## config.mk

```make
export PLATFORM = sky130hd
export DESIGN_NAME = ascon_sbox_layer_seq
export DESIGN_NICKNAME = d
export VERILOG_FILES = /design/src/rtl/ascon_sbox_layer_seq.sv
export SDC_FILE = /design/constraint.sdc
export NUM_CORES = 1
export LEC_CHECK = 0
export CELL_PAD_IN_SITES_DETAIL_PLACEMENT = 0
export CELL_PAD_IN_SITES_GLOBAL_PLACEMENT = 1
export CORE_ASPECT_RATIO = 1.75
export CORE_MARGIN = 2
export CORE_UTILIZATION = 42
export CTS_CLUSTER_DIAMETER = 30
export DETAILED_ROUTE_END_ITERATION = 8
export GPL_TIMING_DRIVEN = 0
export MAX_ROUTING_LAYER = met4
export PLACE_DENSITY_LB_ADDON = 0.1
export RECOVER_POWER = 25
export SLEW_MARGIN = 25
export SYNTH_ARGS = -nofsm -noshare
export SYNTH_HDL_FRONTEND = slang
export SYNTH_SLANG_ARGS = --single-unit
```

## constraint.sdc

```tcl
create_clock -name clk -period 4.63 [get_ports clk]
set_input_delay 0.926 -clock clk [delete_from_list [all_inputs] [get_ports clk]]
set_output_delay 0.926 -clock clk [all_outputs]
set_load 0.01 [all_outputs]
```

## src/rtl/ascon_sbox_layer_seq.sv

```systemverilog
// Ascon substitution layer sequencer: streams the W bit-slices of a
// five-word state through one shared 5-bit S-box, one slice per clock.
module ascon_sbox_layer_seq #(
   parameter int W        = 64,
   parameter int SBOX_LAT = 0
) (
   input  logic           clk,
   input  logic           rst_n,
   input  logic           start,
   input  logic [5*W-1:0] state_in,
   output logic           busy,
   output logic           done,
   output logic [5*W-1:0] state_out,
   output logic           sbox_act,
   output logic [4:0]     sbox_in,
   input  logic [4:0]     sbox_out
);

   localparam int IW = (W > 1) ? $clog2(W) : 1;
   localparam logic [IW-1:0] LAST = IW'(W - 1);

   typedef enum logic [1:0] {
      IDLE,
      RUN,
      DRAIN
   } state_t;

   state_t st_q, st_d;

   logic [IW-1:0] iss_q, iss_d;
   logic [IW-1:0] cap_q, cap_d;

   // Row b holds the word feeding S-box bit b (row 4 = x0, row 0 = x4).
   logic [4:0][W-1:0] work_q, work_d;
   logic [4:0][W-1:0] merged;

   logic [5*W-1:0] out_q, out_d;
   logic           busy_q, busy_d;
   logic           done_q, done_d;

   logic           wr_en;
   logic [IW-1:0]  wr_idx;

   // With a registered S-box the result belongs to the previous issue.
   always_comb begin
      wr_en  = 1'b0;
      wr_idx = iss_q;
      if (SBOX_LAT == 0) begin
         wr_en = (st_q == RUN);
      end else begin
         wr_en  = ((st_q == RUN) && (iss_q != '0)) || (st_q == DRAIN);
         wr_idx = cap_q;
      end
   end

   always_comb begin
      merged = work_q;
      if (wr_en) begin
         for (int b = 0; b < 5; b++) begin
            merged[b][wr_idx] = sbox_out[b];
         end
      end
   end

   always_comb begin
      st_d     = st_q;
      iss_d    = iss_q;
      cap_d    = cap_q;
      work_d   = merged;
      out_d    = out_q;
      busy_d   = busy_q;
      done_d   = 1'b0;
      sbox_act = 1'b0;
      sbox_in  = '0;

      unique case (st_q)
         IDLE: begin
            if (start) begin
               work_d = state_in;
               iss_d  = '0;
               cap_d  = '0;
               busy_d = 1'b1;
               st_d   = RUN;
            end
         end

         RUN: begin
            sbox_act = 1'b1;
            for (int b = 0; b < 5; b++) begin
               sbox_in[b] = work_q[b][iss_q];
            end
            cap_d = iss_q;
            if (iss_q == LAST) begin
               if (SBOX_LAT == 0) begin
                  out_d  = merged;
                  done_d = 1'b1;
                  busy_d = 1'b0;
                  iss_d  = '0;
                  cap_d  = '0;
                  st_d   = IDLE;
               end else begin
                  st_d = DRAIN;
               end
            end else begin
               iss_d = iss_q + IW'(1);
            end
         end

         DRAIN: begin
            out_d  = merged;
            done_d = 1'b1;
            busy_d = 1'b0;
            iss_d  = '0;
            cap_d  = '0;
            st_d   = IDLE;
         end

         default: begin
            st_d = IDLE;
         end
      endcase
   end

   always_ff @(posedge clk) begin
      if (!rst_n) begin
         st_q   <= IDLE;
         iss_q  <= '0;
         cap_q  <= '0;
         work_q <= '0;
         out_q  <= '0;
         busy_q <= 1'b0;
         done_q <= 1'b0;
      end else begin
         st_q   <= st_d;
         iss_q  <= iss_d;
         cap_q  <= cap_d;
         work_q <= work_d;
         out_q  <= out_d;
         busy_q <= busy_d;
         done_q <= done_d;
      end
   end

   assign busy      = busy_q;
   assign done      = done_q;
   assign state_out = out_q;

endmodule

```

==> results.txt <==
The root buffer cell is clkbuf_16. The max-slew headroom at the worst pin was 0.198; the area fraction in compound gates after synthesis was 0.263. For the total half-perimeter wirelength after legalization and detailed placement, the log shows 127,000 um. The tools report the worst hold margin as 0.496 ns. The clock passes through at most 3 buffers. The adder-cell area share of the yosys netlist is 0.000422. The checks that failed: setup timing. All-layer global routing usage: 0.457. The combinational family with the most area after synthesis was compound AO/OA/AOI/OAI gates. The die outline width was 205 um; the final design utilization was 0.597. The final critical-path setup slack was -0.0635 ns. The mean cell area of the mapped netlist came out at 9.90 um^2. By instance count, the cell type seen most on the critical path is buf_6. Post-synthesis mux area share: 0.136. In this run the critical register-to-register path is launched from busy. Area added between synthesis and finish: 40.4%.

The post-synthesis sequential element count was 648. The routed design has 166,000 um of wire. For the starting DRC count in detailed routing, the log shows 3,034. On the worst path, the slowest cell contributes a delay of 0.54 ns. For the post-synth net total, the log shows 3,320.

The area fraction in and, or, nand and nor cells after synthesis is 0.117, and the async set or reset register ratio after synthesis is 0. The finished cells cover 0.0416 mm^2. The accumulated negative setup slack is -0.120 ns, and the per-cell routed wire length is 34.8 um. Walking the worst path, the cells encountered are buf_6 -> buf_6 -> buf_6 -> mux2i_4 -> o2111ai_1 -> o41a_1 -> clkdlybuf4s50_1.

The number of nets in the layout came out at 4,087. The total overflow left after global routing is 0. In the layout the commonest cells are nand2_1 (672), dfxtp_1 (646), clkdlybuf4s50_1 (645), o211a_1 (640), mux2i_1 (357). Number of vias after detailed routing: 30,300. The total power consumption of the routed design came out at 15.8 mW. Setup violations remaining at the end of the flow were counted as 3.

The run gives 0.425 as the starting utilization of the core area. In the routed design, unresolved DRC markers number 0. Required time of the critical path: 3.70 ns.

Counting the fill cells in the layout gives 6,102. The core outline area was 0.0697 mm^2. The run gives 0.438 as the sequential cell area fraction in the yosys report. The number of distinct standard cells referenced by the synthesized netlist is 61. Row generation in the floorplan step produced 128 rows. The standard cell with the maximum stage delay on the critical path was o41a_1. CTS saw 648 sinks. The kind of end point of the critical path is an output port.

Following the worst setup path forward leads to its endpoint at sbox_in[1]. CTS built an H-tree with a depth of 3. In this run the vertical extent of the chip is 355 um. The yosys synthesis warning count was 0; the power density over cell area was 380 mW/mm^2. The worst-case register-to-register setup slack came out at 1.10 ns. Yosys mapped a number of flops with a built-in enable equal to 0.

The first-pass iteration count of the detailed router came out at 8. The CTS buffer count came out at 104. The worst hold path belongs to the class register to register.

VDD sags by at most 0.296 mV. The hold violation total from the final report is 0. Port buffering added 648 buffers.

Setup repair after global routing could not meet its margin everywhere. The congestion estimate from routability-driven global placement came to 1.01. The pin count of the biggest net entering global routing was 16.

For the total I/O pin count, the log shows 656. The number of slew-limit violations in the final report is 0. The dominant register cell in the synthesized netlist was dfxtp_1. The period utilization works out to 1.01.

The flow ran to the end, but the final reports show violations. By startpoint and endpoint, the worst setup path is classified as register to output port. The clock latency on the worst-skew pair came out at 0.69 ns. The synthesized-area fraction occupied by xor and xnor cells works out to 0.000591. For the first-pass GRT wire length, the log shows 227,000 um.

The die covers 0.0727 mm^2. The fraction of final layout cells sized beyond drive strength 1 is 0.115, and the highest fanout seen on the critical path is 10. For the synthesized netlist cell count, the log shows 2,991. Counting cells, the worst reg-to-reg path comes to 6.

The via count of the first global-routing pass is 30,600, and the highest clock rate is 213 MHz. In the routed layout, each cell is associated on average with a via count of 6.34. The leakage power was 22.8 nW. Start point of the critical path: iss_q[0]. The tools report the element type at the critical path start as a register.

The most common library cell in the layout ignoring fill and taps is nand2_1. TritonCTS built the clock tree. The placed standard-cell area was 0.0374 mm^2.

The worst register-to-register path ends at work_q[22]. The logs give 15 for the initial antenna violation count and 3.77 ns for the critical path arrival. The cell area that synthesis handed to floorplanning was 0.0296 mm^2.

The clock slew at the register clock pins of the worst setup and hold paths came out at 0.06 ns. The remaining number of nets flagged by the antenna check after routing was 0; the worst clock skew was 0.0276 ns. For the pin with the worst max-slew slack, the measured transition is 1.20 ns.

The shortest period the worst path allows is 4.69 ns. The max-capacitance violation count is 0.
power by group:
| group | leakage (nW) | internal, mW | switching [mW] |
|---|---|---|---|
| sequential | 5.29 | 5.80 | 0.180 |
| combinational | 15.8 | 0.696 | 1.10 |
| clock | 1.74 | 4.69 | 3.35 |
| total | 22.8 | 11.2 | 4.63 |
synth_stat cells (3+ instances only):
cell | number | share of area
o22ai_1 | 19 | 0.0040
buf_2 | 65 | 0.011
dfxtp_1 | 648 | 0.44
clkbuf_1 | 215 | 0.027
a22o_1 | 14 | 0.0041
mux2_2 | 11 | 0.0042
a221o_1 | 5 | 0.0017
a21oi_1 | 30 | 0.0051
nor2_8 | 8 | 0.0054
nand3_1 | 7 | 0.0012
nand3_2 | 3 | 0.0010
o211a_1 | 640 | 0.22
buf_4 | 12 | 0.0030
or3_1 | 4 | 0.00084
a221oi_1 | 28 | 0.0083
o211ai_1 | 4 | 0.0010
a222oi_1 | 5 | 0.0017
buf_1 | 15 | 0.0019
o41a_1 | 4 | 0.0015
and3_1 | 3 | 0.00063
nand2b_1 | 5 | 0.0011
buf_6 | 3 | 0.0011
a22oi_1 | 32 | 0.0081
nor3_1 | 4 | 0.00068
nor2_2 | 25 | 0.0053
nand2_1 | 673 | 0.085
or2_2 | 3 | 0.00063
nor2b_1 | 11 | 0.0023
o21ai_0 | 32 | 0.0054
mux4_2 | 12 | 0.0091
a31oi_1 | 3 | 0.00063
and2_1 | 7 | 0.0015
mux2i_1 | 363 | 0.12
nor2_1 | 17 | 0.0022
nand2_2 | 24 | 0.0051
worst max-delay path: cells and delay by family (launching register included):
kind,cells,cell delay (ns)
DFF,1,0.44
muxes,1,0.44
buffers and inverters,4,1.39
AOI/OAI and AO/OA,2,0.76
metal layers:
metal | wire [um] | vias to the layer above | GRT usage
met5 | 0 | - | -
met4 | 16800 | 0 | 0.394
met3 | 14900 | 708 | 0.0962
met2 | 76000 | 2301 | 0.711
met1 | 58700 | 14700 | 0.493
li1 | - | 12600 | -
worst min path at each step:
stage | startpoint | to | slack [ns] | cells after the start
4_1_cts | state_out[195] | state_out[195] | 0.50 | 1
2_1_floorplan | state_out[266] | state_out[266] | 0.54 | 1
5_1_grt | state_out[150] | state_out[150] | 0.51 | 1
6_report | state_out[89] | state_out[89] | 0.50 | 1
3_3_place_gp | state_out[152] | state_out[152] | 0.48 | 1
3_5_place_dp | state_out[89] | state_out[89] | 0.48 | 1
kinds of logic after synthesis:
kind of cell,after synthesis
compound gates,834
xor+xnor,2
fa+ha+maj,1
buf+inv,313
flops,648
mux,386
simple gates,807
final cells by class:
| cell class | instances | area (um^2) | share of cell area |
|---|---|---|---|
| Clock buffer | 112 | 2710 | 0.0651 |
| Clock inverter | 85 | 885 | 0.0213 |
| Buffer | 309 | 1600 | 0.0384 |
| Antenna cell | 19 | 47.5 | 0.00114 |
| Tap cell | 910 | 1140 | 0.0274 |
| Timing Repair Buffer | 661 | 6700 | 0.161 |
| Inverter | 3 | 11.3 | 0.000271 |
| Sequential cell | 648 | 13000 | 0.312 |
| Multi-Input combinational cell | 2031 | 15500 | 0.373 |
state kept, by name, summed over array words and instances (netlist names):
register,count
state_out,320
work_q,320
iss_q,6
busy,1
done,1
stage by stage:
stage | instances | setup slack [ns]
floorplan | 2991 | 1.79
global placement | 4549 | -0.617
detailed placement | 4555 | -0.143
CTS | 4757 | 0.0108
global route | 4773 | 0.00412
finish | 4778 | -0.0635
what timing repair did:
| item | 4_1_cts | 5_1_grt |
|---|---|---|
| setup endpoints to repair | 5 | 4 |
| pin swaps | 10 | 3 |
| endpoints found under the hold margin | 0 | 0 |
| gates cloned | 1 | 0 |
| resized for setup | 117 | 14 |
| setup buffers | 4 | 3 |
| hold buffers | 0 | 0 |
No activity file was read; power rests on OpenSTA's default activity.
